===== config.mk =====
export PLATFORM = sky130hd
export DESIGN_NAME = regime_sequencer
export DESIGN_NICKNAME = d
export VERILOG_FILES = /design/src/rtl/regime_sequencer.sv
export SDC_FILE = /design/constraint.sdc
export NUM_CORES = 1
export LEC_CHECK = 0
export CELL_PAD_IN_SITES_DETAIL_PLACEMENT = 0
export CELL_PAD_IN_SITES_GLOBAL_PLACEMENT = 1
export CORE_ASPECT_RATIO = 0.9
export CORE_UTILIZATION = 43
export DETAILED_ROUTE_END_ITERATION = 10
export PLACE_DENSITY_LB_ADDON = 0.1
export RECOVER_POWER = 50
export SETUP_SLACK_MARGIN = 0.4
export SLEW_MARGIN = 40
export SYNTH_ARGS = -nofsm -noshare
export SYNTH_HDL_FRONTEND = slang
export SYNTH_SLANG_ARGS = --single-unit

===== constraint.sdc =====
create_clock -name clk -period 2.3 [get_ports clk]
set_input_delay 0.46 -clock clk [delete_from_list [all_inputs] [get_ports clk]]
set_output_delay 0.46 -clock clk [all_outputs]
set_load 0.005 [all_outputs]

===== src/rtl/regime_sequencer.sv =====
// regime_sequencer: host-side command queue and handshake driver for control_path.
// Commands (OFF/ENU/CNT/UPD) are buffered in a small FIFO and played out one at
// a time: request the regime on `on`, run the regime-specific start handshake,
// then wait for control_path to drop back to regime 0 before reporting done.
// Optional feature: define SEQ_TIMEOUT_EN to bound every wait on control_path
// with a TIMEOUT-cycle counter that parks the sequencer in ERR until err_clr.
module regime_sequencer #(
  parameter int DEPTH   = 4,
  parameter int LEN_W   = 8,
  parameter int TIMEOUT = 255
) (
  input  logic             clk,
  input  logic             rst,
  input  logic             cmd_valid,
  output logic             cmd_ready,
  input  logic [1:0]       cmd_mode,
  input  logic [LEN_W-1:0] cmd_len,
  output logic [1:0]       on,
  output logic             start,
  input  logic [1:0]       regime,
  input  logic             active,
  output logic             busy,
  output logic             done,
  output logic [1:0]       done_mode,
  output logic             err,
  input  logic             err_clr
);

  localparam int PTR_W = (DEPTH > 1) ? $clog2(DEPTH) : 1;
  localparam int ENT_W = 2 + LEN_W;

  localparam logic [1:0] MODE_OFF = 2'd0;
  localparam logic [1:0] MODE_ENU = 2'd1;
  localparam logic [1:0] MODE_CNT = 2'd2;

  typedef enum logic [2:0] {
    S_IDLE  = 3'd0,
    S_ENTER = 3'd1,
    S_RUN   = 3'd2,
    S_LEAVE = 3'd3,
    S_ERR   = 3'd4
  } state_t;

  state_t state_reg, state_next;

  // Command FIFO storage and pointers; pointers wrap naturally (DEPTH is a power of 2).
  logic [ENT_W-1:0] entry_reg [DEPTH];
  logic [PTR_W-1:0] wr_ptr_reg, rd_ptr_reg;
  logic [PTR_W:0]   count_reg;
  logic             fifo_full, fifo_empty;
  logic             push, pop, flush;
  logic [1:0]       head_mode;
  logic [LEN_W-1:0] head_len;

  // Latched command being executed and its CNT start-hold counter.
  logic [1:0]       mode_reg;
  logic [LEN_W-1:0] len_reg;
  logic [LEN_W:0]   cnt_reg;

  logic             done_reg, done_next;
  logic [1:0]       done_mode_reg, done_mode_next;
  logic             timeout_hit;

  assign fifo_full  = (count_reg == (PTR_W+1)'(DEPTH));
  assign fifo_empty = (count_reg == '0);
  assign {head_mode, head_len} = entry_reg[rd_ptr_reg];

  // A full FIFO refuses pushes even if a pop frees a slot in the same cycle.
  assign cmd_ready = !fifo_full && (state_reg != S_ERR);
  assign push      = cmd_valid && cmd_ready;
  assign flush     = (state_reg == S_ERR) && err_clr;

  assign busy      = (state_reg != S_IDLE) || !fifo_empty;
  assign done      = done_reg;
  assign done_mode = done_mode_reg;

  // Write the offered command into the slot addressed by the write pointer.
  always_ff @(posedge clk) begin
    if (push) begin
      entry_reg[wr_ptr_reg] <= {cmd_mode, cmd_len};
    end
  end

  // FIFO pointer and occupancy bookkeeping; err_clr in ERR discards everything queued.
  always_ff @(posedge clk or negedge rst) begin
    if (!rst) begin
      wr_ptr_reg <= '0;
      rd_ptr_reg <= '0;
      count_reg  <= '0;
    end else if (flush) begin
      wr_ptr_reg <= '0;
      rd_ptr_reg <= '0;
      count_reg  <= '0;
    end else begin
      if (push) wr_ptr_reg <= wr_ptr_reg + 1'b1;
      if (pop)  rd_ptr_reg <= rd_ptr_reg + 1'b1;
      case ({push, pop})
        2'b10:   count_reg <= count_reg + 1'b1;
        2'b01:   count_reg <= count_reg - 1'b1;
        default: count_reg <= count_reg;
      endcase
    end
  end

  // State register.
  always_ff @(posedge clk or negedge rst) begin
    if (!rst) begin
      state_reg <= S_IDLE;
    end else begin
      state_reg <= state_next;
    end
  end

  // Next-state logic plus the on/start drive to control_path and the FIFO pop.
  // Awaited regime/active events are tested before the timeout so they win a tie.
  always_comb begin
    state_next = state_reg;
    pop        = 1'b0;
    on         = 2'd0;
    start      = 1'b0;
    case (state_reg)
      S_IDLE: begin
        // Hold off one cycle after done so the host sees each completion separately.
        if (!fifo_empty && (regime == MODE_OFF) && !done_reg) begin
          pop = 1'b1;
          if (head_mode != MODE_OFF) state_next = S_ENTER;
        end
      end
      S_ENTER: begin
        on    = mode_reg;
        start = (mode_reg == MODE_ENU) || (mode_reg == MODE_CNT);
        if (regime == mode_reg)  state_next = S_RUN;
        else if (timeout_hit)    state_next = S_ERR;
      end
      S_RUN: begin
        case (mode_reg)
          MODE_ENU: begin
            start = 1'b1;
            if (active)           state_next = S_LEAVE;
            else if (timeout_hit) state_next = S_ERR;
          end
          MODE_CNT: begin
            // start stays high for exactly len_reg RUN cycles (none when len_reg is 0).
            start = (cnt_reg < {1'b0, len_reg});
            if ((cnt_reg + 1'b1) >= {1'b0, len_reg}) state_next = S_LEAVE;
          end
          default: begin
            state_next = S_LEAVE;
          end
        endcase
      end
      S_LEAVE: begin
        if (regime == MODE_OFF) state_next = S_IDLE;
        else if (timeout_hit)   state_next = S_ERR;
      end
      S_ERR: begin
        if (err_clr) state_next = S_IDLE;
      end
      default: begin
        state_next = S_IDLE;
      end
    endcase
  end

  // Completion is a NOP pop or the return to regime 0 while leaving.
  always_comb begin
    done_next      = (pop && (head_mode == MODE_OFF)) ||
                     ((state_reg == S_LEAVE) && (regime == MODE_OFF));
    done_mode_next = pop ? head_mode : mode_reg;
  end

  // Command latch, CNT run counter and the one-cycle done pulse.
  always_ff @(posedge clk or negedge rst) begin
    if (!rst) begin
      mode_reg      <= MODE_OFF;
      len_reg       <= '0;
      cnt_reg       <= '0;
      done_reg      <= 1'b0;
      done_mode_reg <= 2'd0;
    end else begin
      if (pop) begin
        mode_reg <= head_mode;
        len_reg  <= head_len;
      end
      if (state_reg == S_RUN) cnt_reg <= cnt_reg + 1'b1;
      else                    cnt_reg <= '0;
      done_reg <= done_next;
      if (done_next) done_mode_reg <= done_mode_next;
    end
  end

`ifdef SEQ_TIMEOUT_EN
  localparam int TMO_W = (TIMEOUT > 1) ? $clog2(TIMEOUT + 1) : 1;

  logic [TMO_W-1:0] tmo_reg;
  logic             timed;
  logic             err_reg;

  // Only the waits on control_path are timed; CNT/UPD RUN progress on their own.
  assign timed = (state_reg == S_ENTER) || (state_reg == S_LEAVE) ||
                 ((state_reg == S_RUN) && (mode_reg == MODE_ENU));
  assign timeout_hit = timed && (tmo_reg >= TMO_W'(TIMEOUT - 1));
  assign err = err_reg;

  // Restart the wait counter on every state change, count while waiting in place.
  always_ff @(posedge clk or negedge rst) begin
    if (!rst) begin
      tmo_reg <= '0;
    end else if (timed && (state_next == state_reg)) begin
      tmo_reg <= tmo_reg + 1'b1;
    end else begin
      tmo_reg <= '0;
    end
  end

  // Sticky error: set on entering ERR, cleared only by err_clr while in ERR.
  always_ff @(posedge clk or negedge rst) begin
    if (!rst) begin
      err_reg <= 1'b0;
    end else if ((state_reg != S_ERR) && (state_next == S_ERR)) begin
      err_reg <= 1'b1;
    end else if (flush) begin
      err_reg <= 1'b0;
    end
  end
`else
  // Waits on control_path are unbounded; ERR can never be entered.
  localparam int unused_timeout = TIMEOUT;
  assign timeout_hit = 1'b0;
  assign err         = 1'b0;
`endif

endmodule


==> reports/results.txt <==
synth warn: 0
worst slew pin tran: 0.785 ns
CTS tree: built
Placed Cells: 384
H-Tree Depth: 3
Max rail drop VDD: 0.555 mV
Final Skew: 0.00918 ns
minimum clock period: 2.42 ns
critical path type: reg -> reg
Detailed Route WL: 5960 um
Num CTS Buffers: 9
most frequent cells in the layout: edfxtp_1, buf_4, dfrtp_1
Worst EP arrival: 2.65 ns
layout cells sized above 1: 32.9%
Final Setup Violations: 3
Setup WS pre-CTS: -0.273 ns
launch point of the worst path: cnt_reg[2]$_DFF_PN0_
core box area: 7540 um2
fin. max-slew vios: 0
Hold EP: done_mode[0]$_DFFE_PN0P_
Max Buffers Root-to-Sink: 2
Synth Instances: 242
initial core utilization: 44.4%
global-route wire length before repair: 9900 um
Pre-antenna DRT Iters: 4
critical path launch point type: flip-flop
Max FO, Critical Path: 3
DRC viols: 0
synthesis-stage register bit count: 71
most common cell after layout, fill and taps aside: edfxtp_1
number of library cell types mapped by synthesis: 42
synthesized net count: 288
post-synth top area share: 35.8%
post-route insts no fill: 412
placed cell area: 3920 um2
GR Util All Layers: 16.5%
ANT nets after route: 0
Pleak: 1.84 nW
PD cells: 1140 nW/um2
Async S/R FF share, synth: 43.7%
Synth area leader: edfxtp_1
drt wl/cell: 14.5 um
Final nets: 357
Worst setup EP type: flip-flop
Reg clk slew, reported paths: 0.08 ns
outcome: finished with violations
RSZ-0062 raised after global routing: yes
period utilization: 105%
Detail Placement HPWL: 4330 um
die area: 8150 um2
Final Cell Area: 4320 um2
row count: 30
# diodes: 0
clock sinks: 71
die width: 95.1 um
CTS Root Cell: clkbuf_8
synth top area cells: edfxtp_1, dfrtp_1, ha_1, mux4_2, inv_1
final-report hold violation count: 0
critical path required time: 2.53 ns
antenna violations before repair: 0
Vias: 1982
syn_area_per_cell: 13.9 um2
failing checks: negative setup slack
RR Endpoint: state_reg[1]$_DFFE_PN0P_
Worst Hold Class: reg -> reg
Mapped Area: 3350 um2
Hold Startpoint: done_mode[0]$_DFFE_PN0P_
Die Y: 85.8 um
vias in the first global route: 2033
final worst setup slack: -0.123 ns
FMAX: 413 MHz
r2r worst-path depth: 10
max reg flops: 40
pin count of the biggest net entering global routing: 32
Iteration-0 DRC Markers: 94
global placer's final weighted congestion: 0.746
grt ovf: 0
max cap viols: 0
relative slew slack: 47.7%
port bufs: 23
register area share after synthesis: 59.0%
reg2reg start: cnt_reg[2]$_DFF_PN0_
Area Growth Syn to Fin: 28.9%
I/O pin count: 26
number of synthesized flops with an enable pin: 40
via-per-instance ratio: 4.81
R2R setup slack: -0.12 ns
clk_lat worst skew: 0.35 ns
worst hold stages: 1
post-layout util: 57.2%
Synth Flop Type: edfxtp_1
-- metal layers --
metal / global-route usage (%) / share of wire [%] / vias to the layer above
met3: 5.32 / 3.3 / 7
li1: - / - / 1002
met1: 21.5 / 46 / 946
met2: 26.6 / 50 / 27
met4: 4.13 / 0.96 / 0
met5: 0 / 0 / -
-- what timing repair did --
| item | in CTS | in global routing |
|---|---|---|
| gates cloned | 0 | 0 |
| pin swaps | 15 | 8 |
| hold buffers | 0 | 0 |
| resized for setup | 39 | 8 |
| endpoints found under the setup margin | 11 | 8 |
| setup buffers | 9 | 3 |
-- where the power goes --
| part | internal, mW | switching (mW) | total [mW] |
|---|---|---|---|
| logic | 1.10 | 0.982 | 2.08 |
| clock network | 0.423 | 0.524 | 0.947 |
| registers | 1.71 | 0.184 | 1.89 |
| total | 3.23 | 1.69 | 4.92 |
-- cells in the mapped netlist, drive strengths merged, types with 4 or more instances --
cell,number
edfxtp,40
dfrtp,31
ha,28
inv,20
nand2,17
o21ai,17
and2,13
mux4,10
xnor2,8
xor2,7
a21oi,6
and3,6
buf,5
nand3,5
mux2,4
nor2,4
-- how the worst max path moves through the flow --
stage | to | slack (ns) | cells past startpoint
2_1_floorplan | state_reg[1]$_DFFE_PN0P_ | -0.07 | 10
3_3_place_gp | start | -0.26 | 9
3_5_place_dp | state_reg[1]$_DFFE_PN0P_ | -0.27 | 10
4_1_cts | state_reg[1]$_DFFE_PN0P_ | -0.12 | 10
5_1_grt | state_reg[1]$_DFFE_PN0P_ | -0.25 | 10
6_report | state_reg[1]$_DFFE_PN0P_ | -0.12 | 10
-- kinds of logic (layout without fill, tap and decap cells) --
family                     Yosys count  count (layout)  share of synthesized area, %
muxes                               15              15                          8.47
buffers and inverters               26             100                          3.25
DFF                                 71              71                          59.0
AOI/OAI and AO/OA                   32              32                          5.60
and+or+nand+nor                     53              53                          8.40
other                                1               1                         0.112
adders and majority gates           29              29                          11.0
xor gates and xnor gates            15              15                          4.14
-- cell type report --
type	instances	area, um2
clock buffers	9	124
clock inverters	7	66.3
fillers	629	3230
inverters	20	77.6
multi-input cells	145	1430
flip-flops and latches	71	1980
well taps	96	120
repair buffers	64	528
-- worst max-delay path, cell delays in order, from the launching register on --
cell and delay, ns:
dfrtp_1 0.38, and3_4 0.20, and2_4 0.14, nand4_1 0.12, xnor2_2 0.19, ha_1 0.31
and3_4 0.16, a211oi_2 0.19, o221ai_2 0.13, o21ai_2 0.19, mux2_4 0.31
-- per-stage QoR --
step	power (mW)	hold slack [ns]	TNS (ns)
floorplan	3.04	0.164	-0.0687
global placement	3.71	0.491	-0.839
global route	5.30	0.539	-0.692
detailed placement	3.75	0.499	-0.866
CTS	4.96	0.517	-0.316
finish	4.92	0.511	-0.298
Note: power is estimated with default switching activity, not from simulation.
